===== src/rtl/exec_ctrl_pkg.sv =====
// Shared definitions for the execution controller: FSM state encodings and
// the set of opcodes the datapath is allowed to execute.
package exec_ctrl_pkg;

   typedef enum logic [1:0] {
      ST_IDLE = 2'b00,
      ST_RUN  = 2'b01,
      ST_STEP = 2'b10,
      ST_HALT = 2'b11
   } state_e;

   localparam logic [6:0] OP_ALU_R  = 7'b0110011;
   localparam logic [6:0] OP_ALU_I  = 7'b0010011;
   localparam logic [6:0] OP_LOAD   = 7'b0000011;
   localparam logic [6:0] OP_STORE  = 7'b0100011;
   localparam logic [6:0] OP_BRANCH = 7'b1100011;

   function automatic logic is_legal_op(input logic [6:0] op);
      return (op == OP_ALU_R) || (op == OP_ALU_I) || (op == OP_LOAD) ||
             (op == OP_STORE) || (op == OP_BRANCH);
   endfunction

endpackage


===== src/rtl/exec_ctrl_btn_debounce.sv =====
// Step push-button conditioning: 2-flop synchroniser, stability down-counter
// and a single-cycle event on each accepted press (button is active-low).
module btn_debounce #(
   parameter int DB_CYCLES = 16
) (
   input  logic clk,
   input  logic rst,
   input  logic i_btn_n,
   output logic o_step_evt
);

   localparam int DB_W = (DB_CYCLES > 1) ? $clog2(DB_CYCLES) : 1;
   localparam logic [DB_W-1:0] DB_RELOAD = DB_W'(DB_CYCLES - 1);

   logic            r_sync1;
   logic            r_sync2;
   logic            r_stable;
   logic            r_evt;
   logic [DB_W-1:0] r_cnt;

   logic w_diff;
   logic w_tc;
   logic w_accept;

   assign w_diff   = (r_sync2 != r_stable);
   assign w_tc     = (r_cnt == '0);
   assign w_accept = w_diff && w_tc;

   // Counter reloads whenever the input agrees with the accepted level, so
   // any bounce restarts the full stability window.
   always_ff @(posedge clk or negedge rst) begin
      if (!rst) begin
         r_sync1  <= 1'b0;
         r_sync2  <= 1'b0;
         r_stable <= 1'b1;
         r_cnt    <= DB_RELOAD;
         r_evt    <= 1'b0;
      end else begin
         r_sync1 <= i_btn_n;
         r_sync2 <= r_sync1;
         r_evt   <= w_accept && !r_sync2;
         if (!w_diff || w_tc) begin
            r_cnt <= DB_RELOAD;
         end else begin
            r_cnt <= r_cnt - 1'b1;
         end
         if (w_accept) begin
            r_stable <= r_sync2;
         end
      end
   end

   assign o_step_evt = r_evt;

endmodule


===== src/rtl/exec_ctrl.sv =====
// Run/step/breakpoint execution controller gating the CPU datapath.
// state | meaning
// IDLE  | stopped, waiting for run_sw or a step press
// RUN   | free-running, one instruction per cycle
// STEP  | single instruction, then back to IDLE
// HALT  | stopped by breakpoint (resumable) or illegal opcode (reset only)
module exec_ctrl
   import exec_ctrl_pkg::*;
#(
   parameter int DB_CYCLES = 16,
   parameter int CNT_W     = 16
) (
   input  logic             clk,
   input  logic             rst,
   input  logic             run_sw,
   input  logic             step_btn,
   input  logic             bp_en,
   input  logic [7:0]       bp_addr,
   input  logic [7:0]       pc,
   input  logic [6:0]       opcode,
   output logic             cpu_en,
   output logic [1:0]       state,
   output logic             illegal,
   output logic [CNT_W-1:0] instr_cnt
);

   logic             r_run_s1;
   logic             r_run_s2;
   state_e           r_state;
   logic             r_illegal;
   logic             r_bp_armed;
   logic [CNT_W-1:0] r_instr_cnt;

   state_e w_next;
   logic   w_cpu_en;
   logic   w_step_evt;
   logic   w_active;
   logic   w_illegal_op;
   logic   w_bp_hit;
   logic   w_stop;

   btn_debounce #(
      .DB_CYCLES (DB_CYCLES)
   ) u_btn_debounce (
      .clk        (clk),
      .rst        (rst),
      .i_btn_n    (step_btn),
      .o_step_evt (w_step_evt)
   );

   assign w_active     = (r_state == ST_RUN) || (r_state == ST_STEP);
   assign w_illegal_op = !is_legal_op(opcode);
   assign w_bp_hit     = (r_state == ST_RUN) && bp_en && (pc == bp_addr) && r_bp_armed;
   assign w_stop       = w_illegal_op || w_bp_hit;

   always_comb begin
      w_next   = r_state;
      w_cpu_en = 1'b0;
      case (r_state)
         ST_IDLE: begin
            if (r_run_s2) begin
               w_next = ST_RUN;
            end else if (w_step_evt) begin
               w_next = ST_STEP;
            end
         end
         ST_RUN: begin
            if (w_stop) begin
               w_next = ST_HALT;
            end else begin
               w_cpu_en = 1'b1;
               if (!r_run_s2) begin
                  w_next = ST_IDLE;
               end
            end
         end
         ST_STEP: begin
            if (w_stop) begin
               w_next = ST_HALT;
            end else begin
               w_cpu_en = 1'b1;
               w_next   = ST_IDLE;
            end
         end
         ST_HALT: begin
            if (!r_illegal) begin
               if (w_step_evt) begin
                  w_next = ST_STEP;
               end else if (!r_run_s2) begin
                  w_next = ST_IDLE;
               end
            end
         end
         default: w_next = ST_IDLE;
      endcase
   end

   // Breakpoint disarms on the hit so the resuming instruction at the same
   // PC can execute; the first executed cycle afterwards re-arms it.
   always_ff @(posedge clk or negedge rst) begin
      if (!rst) begin
         r_run_s1    <= 1'b0;
         r_run_s2    <= 1'b0;
         r_state     <= ST_IDLE;
         r_illegal   <= 1'b0;
         r_bp_armed  <= 1'b1;
         r_instr_cnt <= '0;
      end else begin
         r_run_s1 <= run_sw;
         r_run_s2 <= r_run_s1;
         r_state  <= w_next;
         if (w_active && w_illegal_op) begin
            r_illegal <= 1'b1;
         end
         if (w_bp_hit) begin
            r_bp_armed <= 1'b0;
         end else if (w_cpu_en) begin
            r_bp_armed <= 1'b1;
         end
         if (w_cpu_en && (r_instr_cnt != '1)) begin
            r_instr_cnt <= r_instr_cnt + 1'b1;
         end
      end
   end

   assign cpu_en    = w_cpu_en;
   assign state     = r_state;
   assign illegal   = r_illegal;
   assign instr_cnt = r_instr_cnt;

endmodule

===== config.mk =====
export PLATFORM = sky130hd
export DESIGN_NAME = exec_ctrl
export DESIGN_NICKNAME = d
export VERILOG_FILES = /design/src/rtl/exec_ctrl_pkg.sv /design/src/rtl/exec_ctrl_btn_debounce.sv /design/src/rtl/exec_ctrl.sv
export SDC_FILE = /design/constraint.sdc
export NUM_CORES = 1
export LEC_CHECK = 0
export ABC_AREA = 0
export BUFFER_PORTS_ARGS = -buffer_cell sky130_fd_sc_hd__buf_2
export CORE_MARGIN = 2
export CORE_UTILIZATION = 40
export CTS_CLUSTER_DIAMETER = 60
export DETAILED_ROUTE_END_ITERATION = 10
export GPL_TIMING_DRIVEN = 0
export PLACE_DENSITY = 0.63
export SLEW_MARGIN = 20
export SYNTH_ARGS = -nofsm -noshare
export SYNTH_HDL_FRONTEND = slang
export SYNTH_HIERARCHICAL = 1
export SYNTH_SLANG_ARGS = --single-unit

===== constraint.sdc =====
create_clock -name clk -period 3.35 [get_ports clk]
set_input_delay 0.1675 -clock clk [delete_from_list [all_inputs] [get_ports clk]]
set_output_delay 0.1675 -clock clk [all_outputs]
set_load 0.01 [all_outputs]

Word level (Yosys, flattened, before mapping)

Cells that the tools add are included.

Bits in registers: 30
Input bits: 28
Output and inout port bits: 20

Add/sub/neg operators: 2
Equality and inequality tests: 13
Muxes and demuxes: 13
Reduce and logical (&&, ||, !) cells: 22

Operator list:

| operator                                         | count |
|---|---|
| adder 16 x 1 -> 16 bit, second input constant    | 1 |
| != test 16 bit, second input constant            | 1 |
| == test 7 x 6 -> 1 bit, second input constant    | 2 |
| 2-to-1 mux 2 bit                                 | 7 |
| == test 8 bit                                    | 1 |
| one-hot mux 2 bit (4 select lines)               | 1 |
| == test 7 x 2 -> 1 bit, second input constant    | 1 |
| == test 7 x 5 -> 1 bit, second input constant    | 1 |
| == test 7 bit, second input constant             | 1 |
| logical AND 1 bit                                | 7 |
| logical OR 1 bit                                 | 7 |
| == test 2 bit, second input constant             | 2 |
| zero test 4 bit                                  | 1 |
| 2-to-1 mux 1 bit                                 | 4 |
| 2-to-1 mux 4 bit                                 | 1 |
| subtractor 4 x 1 -> 4 bit, second input constant | 1 |
| zero test 1 bit                                  | 3 |
| != test 3 x 2 -> 1 bit, second input constant    | 1 |
| == test 2 x 1 -> 1 bit, second input constant    | 1 |
| zero test 2 bit                                  | 1 |
| != test 2 bit, second input constant             | 1 |
| AND reduction 2 bit                              | 1 |
| nonzero test 2 bit                               | 1 |
| OR reduction 2 bit                               | 1 |
| != test 1 bit                                    | 1 |

Longest topological paths before layout

Gate-level depths: netlist of the first run.

Word-level depth: 11
Mapped depth: 8
Mapped depth without buffers: 6

Cells and area by module

Netlist of the first run, hierarchy kept.

By module, submodules not included:

| module       | instances | cells each | area an instance (um2) | seq. area each (um2) |
|---|---|---|---|---|
| exec_ctrl    | 1         | 125        | 1,340.0                | 551.8 |
| btn_debounce | 1         | 24         | 329.1                  | 206.4 |

Worst setup path after synthesis of the first run

No wires, ideal clock.

Kind: register -> register
Start point: register r_state[0] (netlist: state[0])
End point: register r_instr_cnt[12] (netlist: instr_cnt[12])
Setup time: 79 ps
Arrival: 2,162 ps
Required time: 3,271 ps
Path slack: 1,109 ps
Stages on the path, launching flop included: 9
Cells stage by stage: dfrtp_1 inv_1 ha_1 clkbuf_1 inv_1 or4_4 buf_6 nor4b_4 xor2_1

Cells in the longest elaborated chain, start to end: 8

RTL lines:

| element                         | line                             | RTL |
|---|---|---|
| start, declared                 | exec_ctrl.sv:29                  | `state_e r_state;` |
| start signal, assigned          | exec_ctrl.sv:111                 | `r_state <= w_next;` |
| == test 2 x 1 -> 1 bit          | exec_ctrl.sv:53, exec_ctrl.sv:59 |  |
| logical AND 1 bit (3 in series) | exec_ctrl.sv:53                  | `assign w_bp_hit = (r_state == ST_RUN) && bp_en && (pc == bp_addr) && r_bp_armed;` |
| logical OR 1 bit                | exec_ctrl.sv:54                  | `assign w_stop = w_illegal_op \|\| w_bp_hit;` |
| 2-to-1 mux 1 bit                | exec_ctrl.sv:68, exec_ctrl.sv:78 |  |
| 2-to-1 mux 1 bit (*)            | n/a                              |  |
| logical AND 1 bit (*)           | exec_ctrl.sv:120                 | `if (w_cpu_en && (r_instr_cnt != '1)) begin` |
| end signal, assigned            | exec_ctrl.sv:121                 | `r_instr_cnt <= r_instr_cnt + 1'b1;` |
| end, declared                   | exec_ctrl.sv:32                  | `logic [CNT_W-1:0] r_instr_cnt;` |

Mark *: on every way between the ends. The rest lies on a longest branch, timed or not.
A chain may end at the register's enable or synchronous reset.

Final worst setup path of the first run

Start point: register r_state[1] (netlist: state[1])
End point: output port cpu_en

Cells in the longest elaborated chain, start to end: 7

RTL lines:

| element                         | line                             | RTL |
|---|---|---|
| == test 2 x 1 -> 1 bit          | exec_ctrl.sv:53, exec_ctrl.sv:59 |  |
| logical AND 1 bit (3 in series) | exec_ctrl.sv:53                  |  |
| logical OR 1 bit                | exec_ctrl.sv:54                  |  |
| 2-to-1 mux 1 bit                | exec_ctrl.sv:68, exec_ctrl.sv:78 |  |
| 2-to-1 mux 1 bit (*)            | n/a                              |  |
| end, declared                   | exec_ctrl.sv:21                  | `output logic cpu_en,` |

Marked as above.

==> impl_metrics.json, run 1 <==
{
  "status": "completed",
  "rr_worst_depth": 7,
  "setup_tns_ps": 0,
  "ys_seq_area_share_pct": 45.4,
  "num_rows": 23,
  "die_w_um": 68.6,
  "clkPwrFrac_pct": 27.4,
  "crit_start": "state[1]$_DFFE_PN0P_",
  "worst_slack_ps": 650,
  "cp-start-kind": "flop",
  "finalWirelength_um": 3670,
  "grt-ovfl-total": 0,
  "r2r_end": "instr_cnt[2]$_DFFE_PN0P_",
  "cts_buffer_depth": 2,
  "avgSynthCellArea_um2": 11.2,
  "syn2layout_area_growth_pct": 25.0,
  "powerDensity_nw_per_um2": 519,
  "drc": 0,
  "start_util_pct": 41.7,
  "drive_gt1_share_pct": 35.7,
  "hpwlAfterDp_um": 2700,
  "period_share_pct": 80.6,
  "cts_root_buf": "clkbuf_8",
  "synth_cell_types": 40,
  "numCtsBuffers": 5,
  "globalplace.congestion": 0.831,
  "grt_pass1_wl_um": 5790,
  "power.switching_mw": 0.372,
  "r2r-start": "state[1]$_DFFE_PN0P_",
  "finalSetupViolCount": 0,
  "tightestPinTransition_ps": 892,
  "swShare_pct": 34.4,
  "clkTransAtPathRegs_ps": 60,
  "postCtsSetupRepairBufs": 0,
  "io_buffers": 47,
  "num_vias": 1408,
  "cts_sinks": 30,
  "worst_setup_path_end_kind": "primary output",
  "placed_area_um2": 1970,
  "ys_ff_latch": 30,
  "synthArstFlopShare_pct": 100,
  "drt-vias-per-instance": 5.48,
  "htreeDepth": 2,
  "internal_power_mw": 0.711,
  "synth-main-ff-cell": "dfrtp_1",
  "seqPwrFrac_pct": 43.2,
  "synthCells": 149,
  "fin_area_um2": 2090,
  "rsz0062_at_grt": "false",
  "die_h_um": 68.6,
  "min_period_ps": 2700,
  "ios": 48,
  "grtUsageTotal_pct": 16.8,
  "clk_latency_ps": 280,
  "hold_viol": 0,
  "cts_tree": "done",
  "r2r_setup_slack_ps": 880,
  "final_cell_mix": "buf_2, dfrtp_1, xor2_1",
  "netlist_area_um2": 1670,
  "cellLeakagePower_nw": 1.01,
  "synth_edf_count": 0,
  "crit_path_end": "cpu_en",
  "grt_pass1_vias": 1254,
  "critPathKind": "reg2out",
  "first_pass_iters": 4,
  "holdWs_ps": 299,
  "coreArea_um2": 4000,
  "nFillCells": 365,
  "cap_violations": 0,
  "pre_cts_slack_ps": 862,
  "skew_ps": 9.83,
  "antenna_found_initial": 0,
  "power_frac_comb_pct": 29.4,
  "cp.arrival_ps": 2530,
  "dieArea_um2": 4710,
  "max_freq_ghz": 0.370,
  "worst-path-max-fanout": 10,
  "n_antenna_cell": 0,
  "wl_per_cell_um": 14.3,
  "worst_ir_drop_vdd_v": 0.000226,
  "syn-num-nets": 185,
  "maxSlewViolCount": 0,
  "final_common_cell": "buf_2",
  "yosys_warnings": 6,
  "grt_max_degree": 31,
  "max_slew_margin_pct": 40.2,
  "hold_path.class": "in2reg",
  "drt_iter0_markers": 77,
  "nNetsFinal": 242,
  "critPathRequiredTime_ps": 3180,
  "ant_nets": 0
}
power by group through the flow:
| stage | logic [mW] | registers (mW) | clock network [mW] |
|---|---|---|---|
| global placement | 0.296 | 0.469 | 0 |
| floorplan | 0.200 | 0.474 | 0 |
| detailed placement | 0.313 | 0.473 | 0 |
| CTS | 0.316 | 0.467 | 0.308 |
| finish | 0.318 | 0.467 | 0.297 |
| global route | 0.357 | 0.476 | 0.324 |
how the worst min path moves through the flow:
| stage | start | end | slack, ps | cells after the start |
|---|---|---|---|---|
| floorplan | rst | illegal$_DFFE_PN0P_ | -130 | 0 |
| global placement | rst | u_btn_debounce/r_sync1$_DFF_PN0_ | 230 | 1 |
| detailed placement | rst | u_btn_debounce/r_sync1$_DFF_PN0_ | 240 | 1 |
| CTS | opcode[6] | illegal$_DFFE_PN0P_ | 290 | 3 |
| global route | opcode[6] | illegal$_DFFE_PN0P_ | 310 | 3 |
| finish | opcode[6] | illegal$_DFFE_PN0P_ | 300 | 3 |
routing by layer:
metal  up-vias  track usage, %  part of all wire (%)
met2        81            26.6                    48
met3         7            4.55                   8.4
met5         -               0                     0
met4         0            6.50                  0.95
met1       658            21.9                    43
li1        662               -                     -
cells by family after synthesis:
logic type / Yosys count / synth area share [%]
AO/OA/AOI/OAI: 16 / 7.50
buffers and inverters: 10 / 2.85
AND/OR/NAND/NOR: 58 / 23.5
XOR/XNOR: 25 / 13.1
adder cells (fa/ha/maj): 8 / 6.00
flip-flops: 30 / 45.4
multiplexers: 2 / 1.57
state kept, by name, indices dropped and copies added (netlist names):
| name | count |
|---|---|
| u_btn_debounce/r_sync2 | 1 |
| u_btn_debounce/r_cnt | 4 |
| r_bp_armed | 1 |
| u_btn_debounce/r_stable | 1 |
| r_run_s1 | 1 |
| instr_cnt | 16 |
| state | 2 |
| u_btn_debounce/r_sync1 | 1 |
| illegal | 1 |
| u_btn_debounce/o_step_evt | 1 |
| r_run_s2 | 1 |
final cells by class:
class                   count  area (µm²)  area share [%]
multi-input cells         109         863            41.4
plain buffers               4        25.0            1.20
inverters                   6        22.5            1.08
repair buffers             50         265            12.7
flip-flops and latches     30         758            36.3
clock buffers               8        90.1            4.32
well taps                  50        62.6            3.00
what timing repair did:
| action | in CTS | in global routing |
|---|---|---|
| gates resized for setup | 0 | 0 |
| endpoints found under the hold margin | 26 | 0 |
| hold buffers | 3 | 0 |
metrics by stage:
stage | total power, mW | util [%] | cells
final | 1.08 | 52.2 | 257
after global routing | 1.16 | 52.2 | 257
after CTS | 1.09 | 52.2 | 257
after detailed placement | 0.786 | 49.2 | 246
after global placement | 0.764 | 49.2 | 246
after floorplan | 0.674 | - | 149
cells in the mapped netlist (all sizes together), types with 3 or more instances:
cell type / number / area, µm²
xnor2: 10 / 87.6
buf: 3 / 21.3
nand4: 8 / 50.1
nor3: 8 / 60.1
dfstp: 6 / 158
a21oi: 4 / 20.0
dfrtp: 24 / 601
nor4: 8 / 75.1
nand2: 7 / 26.3
nand3: 11 / 55.1
inv: 6 / 22.5
ha: 8 / 100
nor2: 4 / 15.0
xor2: 15 / 131
worst max-delay path, cell delays in order (launching register included):
cell and delay (ps):
dfrtp_1 440, inv_1 130, ha_1 230, nand4_1 130, nor3_2 740, buf_2 390
nor2_1 60, buf_2 140
Note: power is estimated with default switching activity, not from simulation.
==> inputs of run 2 (changes only) <==
==> constraint.sdc (replaced) <==
create_clock -name clk -period 2.52 [get_ports clk]
set_input_delay 0.126 -clock clk [delete_from_list [all_inputs] [get_ports clk]]
set_output_delay 0.126 -clock clk [all_outputs]
set_load 0.01 [all_outputs]
==> impl_metrics.json, run 2 (synthesis gave the netlist of run 1 again) <==
{
  "cp-start-kind": "flop",
  "max_slew_margin_pct": 54.4,
  "grt_pass1_vias": 1254,
  "grt_max_degree": 31,
  "skew_ps": 10.2,
  "finalWirelength_um": 3660,
  "cp.arrival_ps": 2450,
  "start_util_pct": 41.7,
  "clkTransAtPathRegs_ps": 70,
  "finalSetupViolCount": 0,
  "cellLeakagePower_nw": 1.03,
  "grt-ovfl-total": 0,
  "die_h_um": 68.6,
  "io_buffers": 47,
  "hold_path.class": "in2reg",
  "num_vias": 1400,
  "dieArea_um2": 4710,
  "final_common_cell": "buf_2",
  "rsz0062_at_grt": "false",
  "ant_nets": 0,
  "final_cell_mix": "buf_2, dfrtp_1, xor2_1",
  "cts_tree": "done",
  "htreeDepth": 2,
  "grtUsageTotal_pct": 16.8,
  "first_pass_iters": 5,
  "globalplace.congestion": 0.831,
  "largest_reg_flops": 16,
  "critPathRequiredTime_ps": 2680,
  "drt-vias-per-instance": 5.45,
  "worst_ir_drop_vdd_v": 0.000299,
  "coreArea_um2": 4000,
  "worst-path-max-fanout": 7,
  "holdWs_ps": 261,
  "tightestPinTransition_ps": 679,
  "drt_iter0_markers": 83,
  "antenna_found_initial": 0,
  "powerDensity_nw_per_um2": 685,
  "max_freq_ghz": 0.436,
  "min_period_ps": 2290,
  "maxSlewViolCount": 0,
  "grt_pass1_wl_um": 5790,
  "cts_sinks": 30,
  "nNetsFinal": 242,
  "cap_violations": 0,
  "n_antenna_cell": 0,
  "status": "completed",
  "cts_buffer_depth": 2,
  "hold_viol": 0,
  "hpwlAfterDp_um": 2700,
  "syn2layout_area_growth_pct": 25.6,
  "wl_per_cell_um": 14.3,
  "numCtsBuffers": 5,
  "period_share_pct": 90.9,
  "setup_tns_ps": 0,
  "die_w_um": 68.6,
  "num_rows": 23,
  "drc": 0,
  "clk_latency_ps": 280,
  "ios": 48,
  "drive_gt1_share_pct": 36.2,
  "cts_root_buf": "clkbuf_8",
  "worst_setup_path_end_kind": "flop",
  "critPathKind": "reg2reg"
}
[run 2: cell count changes in the layout (fill, tap and decap cells not counted)]
cell / previous run / this run
buf_4: 0 / 1
nor3_4: 0 / 1
nor3_2: 4 / 3
clkbuf_1: 3 / 2
[run 2: per-layer routing]
layer | track usage, % | wire [µm]
met2 | 26.6 | 1720
met3 | 4.55 | 321
met1 | 21.9 | 1580
met5 | 0 | 0
met4 | 6.50 | 39
[run 2: critical path, stage by stage (launching register included)]
cell	delay, ps
dfrtp_1	450
ha_1	340
nand3_1	200
nor4_2	660
nor3_1	170
mux2_1	360
[run 2: timing repair]
item	CTS	global route
hold endpoints to repair	26	0
endpoints found under the setup margin	1	6
resized for setup	1	0
setup buffers	0	1
hold buffers	3	0
pin swaps	0	1
[run 2: layout make-up]
class / instances / area (µm²)
buffer: 3 / 21.3
clock buffer: 8 / 90.1
fill: 366 / 1900
inverter: 6 / 22.5
multi-input combinational: 109 / 870
sequential: 30 / 758
tap: 50 / 62.6
timing repair buffer: 51 / 273
[run 2: worst paths after layout]
kind | from | endpoint | slack (ps) | cells after the start
max in group asynchronous | rst | r_run_s2$_DFF_PN0_ | 1670 | 2
max | instr_cnt[0]$_DFFE_PN0P_ | instr_cnt[1]$_DFFE_PN0P_ | 230 | 5
max reg2reg | instr_cnt[0]$_DFFE_PN0P_ | instr_cnt[1]$_DFFE_PN0P_ | 230 | 5
min reg2reg | u_btn_debounce/r_sync1$_DFF_PN0_ | u_btn_debounce/r_sync2$_DFF_PN0_ | 350 | 0
min in group asynchronous | rst | instr_cnt[1]$_DFFE_PN0P_ | 420 | 2
min | opcode[6] | illegal$_DFFE_PN0P_ | 260 | 3
[run 2: metrics by stage]
| stage | area [µm²] | cells | worst slack (ps) | utilization (%) | total power [mW] |
|---|---|---|---|---|---|
| after CTS | 2090 | 257 | 22.8 | 52.3 | 1.45 |
| final | 2100 | 257 | 229 | 52.4 | 1.44 |
| after global routing | 2100 | 257 | 90.7 | 52.4 | 1.54 |
| after detailed placement | 1970 | 246 | 32.4 | 49.2 | 1.05 |
| after global placement | 1970 | 246 | 111 | 49.2 | 1.02 |
| after floorplan | 1670 | 149 | 279 | - | 0.897 |
[run 2: report_power, final]
| group | leakage [nW] | internal (mW) | total [mW] | switching (mW) |
|---|---|---|---|---|
| clock | 0.0455 | 0.222 | 0.391 | 0.169 |
| sequential | 0.375 | 0.546 | 0.621 | 0.0748 |
| combinational | 0.608 | 0.180 | 0.425 | 0.246 |
==> inputs of run 3 (changes only) <==
--- a/config.mk
+++ b/config.mk
@@ -7,7 +7,7 @@
 export LEC_CHECK = 0
 export ABC_AREA = 0
 export BUFFER_PORTS_ARGS = -buffer_cell sky130_fd_sc_hd__buf_2
-export CORE_MARGIN = 2
+export CORE_MARGIN = 8
 export CORE_UTILIZATION = 40
 export CTS_CLUSTER_DIAMETER = 60
 export DETAILED_ROUTE_END_ITERATION = 10
==> impl_metrics.json, run 3 (synthesis gave the netlist of run 1 again) <==
{
  "r2r-start": "instr_cnt[0]$_DFFE_PN0P_",
  "tightestPinTransition_ps": 687,
  "skew_ps": 10.9,
  "worst_setup_path_end_kind": "flop",
  "cts_buffer_depth": 2,
  "ant_nets": 0,
  "powerDensity_nw_per_um2": 686,
  "syn2layout_area_growth_pct": 26.1,
  "num_rows": 23,
  "finalWirelength_um": 3960,
  "start_util_pct": 41.7,
  "cts_tree": "done",
  "r2r_end": "instr_cnt[1]$_DFFE_PN0P_",
  "final_cell_mix": "buf_2, dfrtp_1, xor2_1",
  "placed_area_um2": 1970,
  "setup_tns_ps": 0,
  "n_antenna_cell": 0,
  "nNetsFinal": 243,
  "status": "completed",
  "max_freq_ghz": 0.438,
  "whs_path_depth": 3,
  "cap_violations": 0,
  "die_w_um": 80.6,
  "worst_ir_drop_vdd_v": 0.000336,
  "clkTransAtPathRegs_ps": 70,
  "min_to": "illegal$_DFFE_PN0P_",
  "critPathRequiredTime_ps": 2690,
  "fin_area_um2": 2100,
  "grt-ovfl-total": 0,
  "ios": 48,
  "period_share_pct": 90.7,
  "cp-start-kind": "flop",
  "hpwlAfterDp_um": 2980,
  "numCtsBuffers": 5,
  "wl_per_cell_um": 15.4,
  "dieArea_um2": 6500,
  "first_pass_iters": 4,
  "drc": 0,
  "area.sequential_um2": 758,
  "drt_iter0_markers": 134,
  "rsz0062_at_grt": "false",
  "finalSetupViolCount": 0,
  "critPathKind": "reg2reg",
  "largest_reg_flops": 16,
  "max_slew_margin_pct": 53.9,
  "worst-path-max-fanout": 7,
  "maxSlewViolCount": 0,
  "globalplace.congestion": 0.823,
  "die_h_um": 80.6,
  "coreArea_um2": 4000,
  "grt_pass1_wl_um": 6500,
  "htreeDepth": 2,
  "cts_sinks": 30,
  "cp.arrival_ps": 2450,
  "grt_max_degree": 31,
  "worst_slack_ps": 235,
  "utilization_pct": 52.6,
  "drt-vias-per-instance": 5.35,
  "nFillCells": 364,
  "hp-start": "opcode[6]",
  "drive_gt1_share_pct": 36.5,
  "hold_viol": 0,
  "power_mw": 1.44,
  "r2r_setup_slack_ps": 240,
  "multi_input_area_um2": 870,
  "final_common_cell": "buf_2",
  "grtUsageTotal_pct": 12.7,
  "antenna_found_initial": 0,
  "pre_cts_slack_ps": 55.8,
  "num_vias": 1380,
  "io_buffers": 47,
  "cts_root_buf": "clkbuf_8",
  "min_period_ps": 2280,
  "hold_path.class": "in2reg",
  "grt_pass1_vias": 1481,
  "clk_latency_ps": 290,
  "rr_worst_depth": 5,
  "cellLeakagePower_nw": 1.03
}
## run 3: how the worst max path moves through the flow
| stage | start | to | slack [ps] | depth (start not counted) |
|---|---|---|---|---|
| 2_1_floorplan | state[0]$_DFFE_PN0P_ | instr_cnt[12]$_DFFE_PN0P_ | 280 | 8 |
| 3_3_place_gp | state[1]$_DFFE_PN0P_ | instr_cnt[6]$_DFFE_PN0P_ | 100 | 7 |
| 3_5_place_dp | state[1]$_DFFE_PN0P_ | instr_cnt[6]$_DFFE_PN0P_ | 60 | 7 |
| 4_1_cts | state[1]$_DFFE_PN0P_ | cpu_en | 20 | 7 |
| 5_1_grt | instr_cnt[0]$_DFFE_PN0P_ | instr_cnt[1]$_DFFE_PN0P_ | 110 | 5 |
| 6_report | instr_cnt[0]$_DFFE_PN0P_ | instr_cnt[1]$_DFFE_PN0P_ | 240 | 5 |
## run 3: timing repair
action | 4_1_cts | 5_1_grt
endpoints found under the hold margin | 26 | 0
setup buffers | 0 | 2
gates resized for setup | 1 | 0
pin swaps | 0 | 1
endpoints found under the setup margin | 1 | 4
hold buffers | 3 | 0
## run 3: layout make-up
type	instances	area share [%]
multi-input combinational	109	41.3
inverter	6	1.07
sequential	30	36.0
buffer	3	1.01
clock buffer	8	4.28
timing repair buffer	52	13.3
tap	50	2.97
## run 3: power breakdown
| part | total [mW] | internal, mW | switching [mW] | leakage, nW |
|---|---|---|---|---|
| sequential | 0.620 | 0.546 | 0.0745 | 0.375 |
| clock | 0.398 | 0.222 | 0.176 | 0.0455 |
| combinational | 0.425 | 0.180 | 0.245 | 0.613 |
| total | 1.44 | 0.948 | 0.496 | 1.03 |
## run 3: critical path, stage by stage, from the launching register on
cell and delay (ps):
dfrtp_1 460, ha_1 330, nand3_1 190, nor4_2 660
nor3_1 180, mux2_1 350
## run 3: stage by stage
stage / std cells / hold slack [ps]
after global placement: 246 / 190
after detailed placement: 246 / 192
final: 258 / 261
after global routing: 258 / 296
after CTS: 257 / 251
after floorplan: 149 / -170
## run 3: routing by layer
layer	vias to the layer above	global-route usage (%)	routed length [µm]
met5	-	0	0
met4	0	8.36	67
met3	10	4.35	336
met2	55	19.6	1790
met1	652	14.6	1770
li1	663	-	-
